`src/rtl/fpga_boot_sequencer_if.sv`:
```
// -----------------------------------------------------------------------------
// fpga_boot_sequencer_if
//   Groups the SoC exit-reporting handshake between the SoC and the boot
//   sequencer.
//
//   exit_valid_i  SoC -> sequencer  one-cycle flag, synchronous to clk_gen
//   exit_value_i  SoC -> sequencer  32-bit exit value qualified by exit_valid_i
//   exit_value_o  sequencer -> SoC  captured exit value
//   done_o        sequencer -> SoC  high while the sequencer is in DONE
//
//   master: the SoC side (drives the exit flag and value)
//   slave : the boot sequencer side
// -----------------------------------------------------------------------------
interface fpga_boot_sequencer_if;
  logic        exit_valid_i;
  logic [31:0] exit_value_i;
  logic [31:0] exit_value_o;
  logic        done_o;

  modport master (
    output exit_valid_i,
    output exit_value_i,
    input  exit_value_o,
    input  done_o
  );

  modport slave (
    input  exit_valid_i,
    input  exit_value_i,
    output exit_value_o,
    output done_o
  );
endinterface

```
`src/rtl/fpga_boot_sequencer.sv`:
```
// -----------------------------------------------------------------------------
// fpga_boot_sequencer
//   Brings an SoC out of reset once the clock wizard is locked, latches the
//   boot straps at the end of the reset hold, captures the SoC exit value and
//   lets a debounced push-button restart the SoC.
//
//   Parameters
//     DEBOUNCE_CYCLES  consecutive stable cycles before a button level is taken
//     HOLD_CYCLES      SoC reset assertion length in cycles
//
//   Ports
//     clk_gen               system clock, rising edge
//     rst_n                 asynchronous active-low reset
//     pll_locked_i          clock wizard lock (asynchronous)
//     btn_rst_i             raw bouncing push-button, active-high (asynchronous)
//     boot_select_i         raw boot strap
//     execute_from_flash_i  raw flash-execute strap
//     soc                   exit handshake (exit_valid_i/exit_value_i in,
//                           exit_value_o/done_o out)
//     soc_rst_no            SoC reset, active-low, registered
//     boot_select_o         latched boot strap
//     execute_from_flash_o  latched flash strap
//     state_o               LED state code: WAIT_LOCK=0 HOLD=1 RUN=2 DONE=3
// -----------------------------------------------------------------------------
module fpga_boot_sequencer #(
  parameter int DEBOUNCE_CYCLES = 1024,
  parameter int HOLD_CYCLES     = 256
) (
  input  logic                        clk_gen,
  input  logic                        rst_n,
  input  logic                        pll_locked_i,
  input  logic                        btn_rst_i,
  input  logic                        boot_select_i,
  input  logic                        execute_from_flash_i,
  fpga_boot_sequencer_if.slave        soc,
  output logic                        soc_rst_no,
  output logic                        boot_select_o,
  output logic                        execute_from_flash_o,
  output logic [1:0]                  state_o
);

  localparam int DB_W   = (DEBOUNCE_CYCLES > 2) ? $clog2(DEBOUNCE_CYCLES) : 1;
  localparam int HOLD_W = (HOLD_CYCLES > 2) ? $clog2(HOLD_CYCLES) : 1;
  localparam logic [DB_W-1:0]   DB_LAST   = DB_W'(DEBOUNCE_CYCLES - 1);
  localparam logic [HOLD_W-1:0] HOLD_LAST = HOLD_W'(HOLD_CYCLES - 1);

  typedef enum logic [1:0] {
    WAIT_LOCK = 2'd0,
    HOLD      = 2'd1,
    RUN       = 2'd2,
    DONE      = 2'd3
  } state_t;

  state_t state_reg, state_next;

  // bit 0: pll lock, bit 1: push-button
  logic [1:0] meta_reg;
  logic [1:0] sync_reg;
  logic       lock_sync;
  logic       btn_sync;

  logic [DB_W-1:0]   db_cnt_reg;
  logic              btn_db_reg;
  logic              btn_press_reg;
  logic [HOLD_W-1:0] hold_cnt_reg;
  logic              hold_last;
  logic              enter_hold;
  logic              capture_exit;
  logic              latch_straps;

  logic              soc_rst_n_reg;
  logic              boot_select_reg;
  logic              execute_from_flash_reg;
  logic [31:0]       exit_value_reg;

  // ---------------------------------------------------------------------------
  // Two-flop synchronizers for the asynchronous lock and button inputs
  // ---------------------------------------------------------------------------
  always_ff @(posedge clk_gen or negedge rst_n) begin
    if (!rst_n) begin
      meta_reg <= 2'b00;
      sync_reg <= 2'b00;
    end else begin
      meta_reg <= {btn_rst_i, pll_locked_i};
      sync_reg <= meta_reg;
    end
  end

  assign lock_sync = sync_reg[0];
  assign btn_sync  = sync_reg[1];

  // ---------------------------------------------------------------------------
  // Button debounce: the debounced level only follows the synchronized level
  // after it has disagreed for DEBOUNCE_CYCLES cycles in a row. The press pulse
  // is raised on the same edge that btn_db_reg goes 0 -> 1.
  // ---------------------------------------------------------------------------
  always_ff @(posedge clk_gen or negedge rst_n) begin
    if (!rst_n) begin
      db_cnt_reg    <= '0;
      btn_db_reg    <= 1'b0;
      btn_press_reg <= 1'b0;
    end else if (btn_sync != btn_db_reg) begin
      if (db_cnt_reg == DB_LAST) begin
        db_cnt_reg    <= '0;
        btn_db_reg    <= btn_sync;
        btn_press_reg <= btn_sync;
      end else begin
        db_cnt_reg    <= db_cnt_reg + DB_W'(1);
        btn_press_reg <= 1'b0;
      end
    end else begin
      db_cnt_reg    <= '0;
      btn_press_reg <= 1'b0;
    end
  end

  // ---------------------------------------------------------------------------
  // Sequencer FSM
  // ---------------------------------------------------------------------------
  assign hold_last = (hold_cnt_reg == HOLD_LAST);

  always_ff @(posedge clk_gen or negedge rst_n) begin
    if (!rst_n) begin
      state_reg <= WAIT_LOCK;
    end else begin
      state_reg <= state_next;
    end
  end

  always_comb begin
    state_next = state_reg;
    // Loss of lock overrides every other event, including button and exit.
    if (!lock_sync) begin
      state_next = WAIT_LOCK;
    end else begin
      unique case (state_reg)
        WAIT_LOCK: state_next = HOLD;
        HOLD:      if (hold_last) state_next = RUN;
        // A button press beats a simultaneous exit report.
        RUN: begin
          if (btn_press_reg)          state_next = HOLD;
          else if (soc.exit_valid_i)  state_next = DONE;
        end
        DONE:      if (btn_press_reg) state_next = HOLD;
        default:   state_next = WAIT_LOCK;
      endcase
    end
  end

  assign enter_hold   = (state_next == HOLD) && (state_reg != HOLD);
  assign capture_exit = (state_reg == RUN) && (state_next == DONE);
  assign latch_straps = (state_reg == HOLD) && (state_next == RUN);

  // Hold counter saturates at its last value instead of wrapping.
  always_ff @(posedge clk_gen or negedge rst_n) begin
    if (!rst_n) begin
      hold_cnt_reg <= '0;
    end else if (enter_hold) begin
      hold_cnt_reg <= '0;
    end else if ((state_reg == HOLD) && !hold_last) begin
      hold_cnt_reg <= hold_cnt_reg + HOLD_W'(1);
    end
  end

  // Registered outputs; SoC reset follows the next state so it changes on the
  // same edge as the state and never glitches.
  always_ff @(posedge clk_gen or negedge rst_n) begin
    if (!rst_n) begin
      soc_rst_n_reg          <= 1'b0;
      boot_select_reg        <= 1'b0;
      execute_from_flash_reg <= 1'b0;
      exit_value_reg         <= 32'h0;
    end else begin
      soc_rst_n_reg <= (state_next == RUN) || (state_next == DONE);
      if (latch_straps) begin
        boot_select_reg        <= boot_select_i;
        execute_from_flash_reg <= execute_from_flash_i;
      end
      if (enter_hold) begin
        exit_value_reg <= 32'h0;
      end else if (capture_exit) begin
        exit_value_reg <= soc.exit_value_i;
      end
    end
  end

  assign soc_rst_no           = soc_rst_n_reg;
  assign boot_select_o        = boot_select_reg;
  assign execute_from_flash_o = execute_from_flash_reg;
  assign soc.exit_value_o     = exit_value_reg;
  assign soc.done_o           = (state_reg == DONE);
  assign state_o              = state_reg;

endmodule

```
`src/flat_wrapper.sv`:
```
// flat-port wrapper written by rule: the top's interface ports become plain ports
module fpga_boot_sequencer_flat 
#(
  parameter int DEBOUNCE_CYCLES = 1024,
  parameter int HOLD_CYCLES     = 256
)
  (clk_gen, rst_n, pll_locked_i, btn_rst_i, boot_select_i, execute_from_flash_i, soc_rst_no, boot_select_o, execute_from_flash_o, state_o, soc_exit_valid_i, soc_exit_value_i, soc_exit_value_o, soc_done_o);
  fpga_boot_sequencer_if soc_i ();
  input  logic clk_gen;
  input  logic rst_n;
  input  logic pll_locked_i;
  input  logic btn_rst_i;
  input  logic boot_select_i;
  input  logic execute_from_flash_i;
  output logic soc_rst_no;
  output logic boot_select_o;
  output logic execute_from_flash_o;
  output logic [1:0] state_o;
  input wire logic [$bits(soc_i.exit_valid_i)-1:0] soc_exit_valid_i;
  input wire logic [$bits(soc_i.exit_value_i)-1:0] soc_exit_value_i;
  output wire logic [$bits(soc_i.exit_value_o)-1:0] soc_exit_value_o;
  output wire logic [$bits(soc_i.done_o)-1:0] soc_done_o;
  assign soc_i.exit_valid_i = soc_exit_valid_i;
  assign soc_i.exit_value_i = soc_exit_value_i;
  assign soc_exit_value_o = soc_i.exit_value_o;
  assign soc_done_o = soc_i.done_o;
  fpga_boot_sequencer #(.DEBOUNCE_CYCLES(DEBOUNCE_CYCLES), .HOLD_CYCLES(HOLD_CYCLES)) u_core (.clk_gen(clk_gen), .rst_n(rst_n), .pll_locked_i(pll_locked_i), .btn_rst_i(btn_rst_i), .boot_select_i(boot_select_i), .execute_from_flash_i(execute_from_flash_i), .soc(soc_i), .soc_rst_no(soc_rst_no), .boot_select_o(boot_select_o), .execute_from_flash_o(execute_from_flash_o), .state_o(state_o));
endmodule
```
`config.mk`:
```
export PLATFORM = sky130hd
export DESIGN_NAME = fpga_boot_sequencer_flat
export DESIGN_NICKNAME = d
export VERILOG_FILES = /design/src/rtl/fpga_boot_sequencer_if.sv /design/src/rtl/fpga_boot_sequencer.sv /design/src/flat_wrapper.sv
export SDC_FILE = /design/constraint.sdc
export NUM_CORES = 1
export LEC_CHECK = 0
export CELL_PAD_IN_SITES_DETAIL_PLACEMENT = 1
export CELL_PAD_IN_SITES_GLOBAL_PLACEMENT = 1
export CORE_MARGIN = 2
export CORE_UTILIZATION = 38
export DETAILED_ROUTE_END_ITERATION = 10
export PLACE_DENSITY_LB_ADDON = 0.1
export SETUP_SLACK_MARGIN = 0.02
export SYNTH_ARGS = -nofsm -noshare
export SYNTH_HDL_FRONTEND = slang
export SYNTH_SLANG_ARGS = --single-unit
```
`constraint.sdc`:
```
create_clock -name clk_gen -period 2.49 [get_ports clk_gen]
set_clock_uncertainty 0.05 [all_clocks]
set_input_delay 0.498 -clock clk_gen [delete_from_list [all_inputs] [get_ports clk_gen]]
set_output_delay 0.498 -clock clk_gen [all_outputs]
set_load 0.05 [all_outputs]
```
==> results.md <==
- The run finished with clean final reports.
- The maximum number of pins on one net before global-route repair is 39.
- The net count after synthesis is 229.
- The count of antenna-violating nets left after detailed routing is 0.
- The number of cell rows is 28.
- The netlist uses 34 different library cells.
- The number of buffers added by the clock tree synthesis step is 9.
- Global routing used 19.01% of the available tracks.
- The total number of cells along the worst setup path is 2.
- Using the TritonRoute via totals, the vias-per-cell ratio works out to 5.288.
- In this run the standard cell core region covers 6026 µm².
- The category of the worst setup path launch point is a flip-flop.
- For this run, the top clock speed supported by timing is 438.1 MHz.
- Yosys printed 0 warnings.
- The later pin in the worst-skew pair is clocked with a latency of 340 ps.
- The sequential element share of the synthesized area is 63.67%.
- The time the worst path needs with I/O delays and setup is 2283 ps.
- Among all stages on the critical path, the largest delay is contributed by clkdlybuf4s50_1.
- The number of hold violations in the final report is 0.
- Hold repair after CTS inserted 0 buffers.
- The global route total overflow is 0.
- Summed over all instances, the cell type with the most area after synthesis is dfrtp_1.
- The die outline area is 6960 µm².
- The beginning of the critical path is u_core.state_o[0].
- The setup fix buffers added after clock tree synthesis is 0.
- For the pin with the worst max-slew slack, the measured transition is 992.3 ps.
- The chip height is 83.43 µm.
- Setup violations remaining at the end of the flow were counted as 0.
- The leakage power of the design is 1.515 nW.
- The total non-filler cell area in the finished layout is 3466 µm².
- The number of buffers and inverters on the critical path is 1.
- The placement-stage cell area is 3258 µm².
- Of the post-synthesis cell area, the dominant cell type holds 63.67%.
- For this run, the slowest stage of the critical path takes 790 ps.
- The proportion of register bits with asynchronous set or reset after synthesis is 100.0%.
- The number of pins with negative max-slew slack in the final report is 0.
- The synthesized design contains 61 register bits.
- After detailed routing, the average wire length per cell comes to 17.45 µm.
- The signal on the critical path passes through and2_1 > clkdlybuf4s50_1.
- The number of antenna violations at the first check in global routing is 0.
- Yosys attributes the largest share of cell area to dfrtp_1 (64%), a22o_1 (12%), xnor2_1 (2.2%).
- The remaining design rule violation count is 0.
- Clock-pin slew was measured on the worst setup and hold paths at 70 ps.
- The mean post-synth cell area is 12.75 µm².
- The tightest min-delay check is of the in -> async type.
- The first-pass GRT wire length is 10.32 mm.
- Power comes to 2.169 mW.
- The filler cells instantiated in the layout total 622.
- The post-cts resize count is 0.
- Of all nets on the critical path, the largest fanout is 6.
- In this run the critical register-to-register path is launched from u_core.state_o[1].
- The first-pass iteration count of the detailed router is 4.
- The gate family responsible for the most delay along the worst path is buffers and inverters.
- The antenna diode count is 0.
- Input and output buffers added on the ports amount to 76.
- Dividing the final minimum period by the clock period gives 91.67%.
- The maximum level of the CTS H-tree is 3.
- The CTS tree is yes.
- In the final design database the tool counted 312 nets.
- The required time of the critical path is 1940 ps.
- The HPWL after detailed placement is 4.149 mm.
- The most frequent cell after synthesis is dfrtp_1.
- The worst setup path is of the reg -> out kind.
- The area overhead of the layout relative to synthesis is 44.57%.
- The synthesized design contains 0 enable-type register cells.
- For this run, the leading register cell type out of synthesis is dfrtp_1.
- Following the worst setup path forward leads to its endpoint at soc_done_o.
- The power density relative to cell area is 625.8 nW/µm².
- The violation count after the first detailed-route iteration is 73.
- The number of standard cells in the final layout excluding fillers is 351.
- The detailed-route wire length is 6.125 mm.
- The cell count after synthesis came out at 188.
- The post-synth design cell area is 2397 µm².
- Cells with a size suffix above 1 make up 9.420% of the layout.
- Summing over every cut layer, the via total after detailed routing is 1,856.
- In this run, placement finished with an instance count of 335.
- The register with the most flip-flops in the layout has 32 of them.
- The congestion estimate from routability-driven global placement came to 0.7176.
- The initial cell density of the core is 39.78%.
- The worst setup path is captured at an output pin.
- For this design, the sink count on the clock tree is 61.
- After synthesis, the most frequently instantiated cells are dfrtp_1 (61), a22o_1 (32), nor2_1 (12), nand2_1 (11), nand3_1 (9).
- The data arrival time of the worst path is 1730 ps.
- The worst register-to-register path ends at u_core.soc.exit_value_o[0].
- The longest clock path from root to sink contains 2 buffers.
- The top-level port count is 77.
- From left edge to right edge, the die measures 83.43 µm.
- The number of violations of the max-capacitance limit is 0.
- The root buffer cell chosen for the clock tree is clkbuf_8.
- Setup repair after global routing left no endpoint under its margin.
- The via count of the first global-routing pass came to 1,998.
- The headroom to the max-slew limit is 33.78%.
- For the worst flop-to-flop path, the logic depth is 5.
- The peak supply drop is 0.3390 mV.
- In this run the register-to-register setup slack is 280 ps.
==> layout by cell type, fill, tap and decap left out, types with 2 or more instances in the layout <==
| cell | n |
|---|---|
| nand2_1 | 11 |
| ha_1 | 2 |
| nor2_1 | 12 |
| clkdlybuf4s50_1 | 75 |
| a22o_1 | 32 |
| mux2i_1 | 4 |
| or4_1 | 2 |
| and2_1 | 2 |
| o31ai_1 | 4 |
| buf_4 | 3 |
| bufinv_16 | 2 |
| nand4_1 | 2 |
| xor2_1 | 2 |
| nor4_1 | 2 |
| inv_1 | 2 |
| clkbuf_8 | 9 |
| nand3_1 | 9 |
| a21oi_1 | 6 |
| mux2_2 | 3 |
| xnor2_1 | 6 |
| dfrtp_1 | 61 |
| and3_1 | 2 |
| clkbuf_1 | 3 |
| o21ai_0 | 2 |
| nand2b_1 | 2 |
==> report_power, final <==
part | switching (mW) | total, mW | internal [mW] | leakage [nW]
combinational | 0.0830 | 0.176 | 0.0927 | 0.584
sequential | 0.0290 | 1.05 | 1.02 | 0.830
clock | 0.379 | 0.942 | 0.563 | 0.101
total | 0.491 | 2.17 | 1.68 | 1.51
==> area by class of cell <==
type	instances	area (µm²)	area share, %
Clock inverter	4	72.57	2.094
Multi-Input combinational cell	117	832.0	24.01
Clock buffer	12	135.1	3.899
Sequential cell	61	1526	44.04
Inverter	2	7.507	0.2166
Tap cell	75	93.84	2.708
Timing Repair Buffer	80	798.3	23.03
==> cell families after synthesis <==
| logic type | share of synthesized area (%) |
|---|---|
| AO/OA/AOI/OAI | 15.61 |
| adder cells (fa/ha/maj) | 1.044 |
| multiplexers | 3.079 |
| XOR/XNOR | 2.923 |
| flip-flops | 63.67 |
| buffers and inverters | 1.879 |
| AND/OR/NAND/NOR | 11.79 |
==> per-stage QoR <==
step           util (%)  setup TNS [ps]  hold WS [ps]  worst slack (ps)
5_1_grt           57.52               0         136.8             84.27
2_1_floorplan         -               0         152.4             700.6
3_3_place_gp      54.07               0         282.2             77.52
3_5_place_dp      54.07         -0.5267         286.4           -0.5267
6_report          57.52               0         91.44             207.3
4_1_cts           57.52               0         101.5             186.9
==> layer usage <==
layer	vias to the layer above	track usage (%)	part of all wire [%]	wire (µm)
met1	952	24.77	45	2730
met3	15	3.976	3.5	216
met5	-	0	0	0
met2	40	30.21	49	3018
li1	849	-	-	-
met4	0	9.384	2.6	159
==> worst min-delay path by stage <==
stage / endpoint / start / depth (start not counted)
floorplan: u_core.boot_select_o / rst_n / 0
detailed placement: u_core.sync_reg[0] / u_core.meta_reg[0] / 0
global route: u_core.hold_cnt_reg[5] / rst_n / 1
global placement: u_core.sync_reg[0] / u_core.meta_reg[0] / 0
finish: u_core.hold_cnt_reg[5] / rst_n / 1
CTS: u_core.hold_cnt_reg[5] / rst_n / 1
Power figures use the tool's default switching activity.
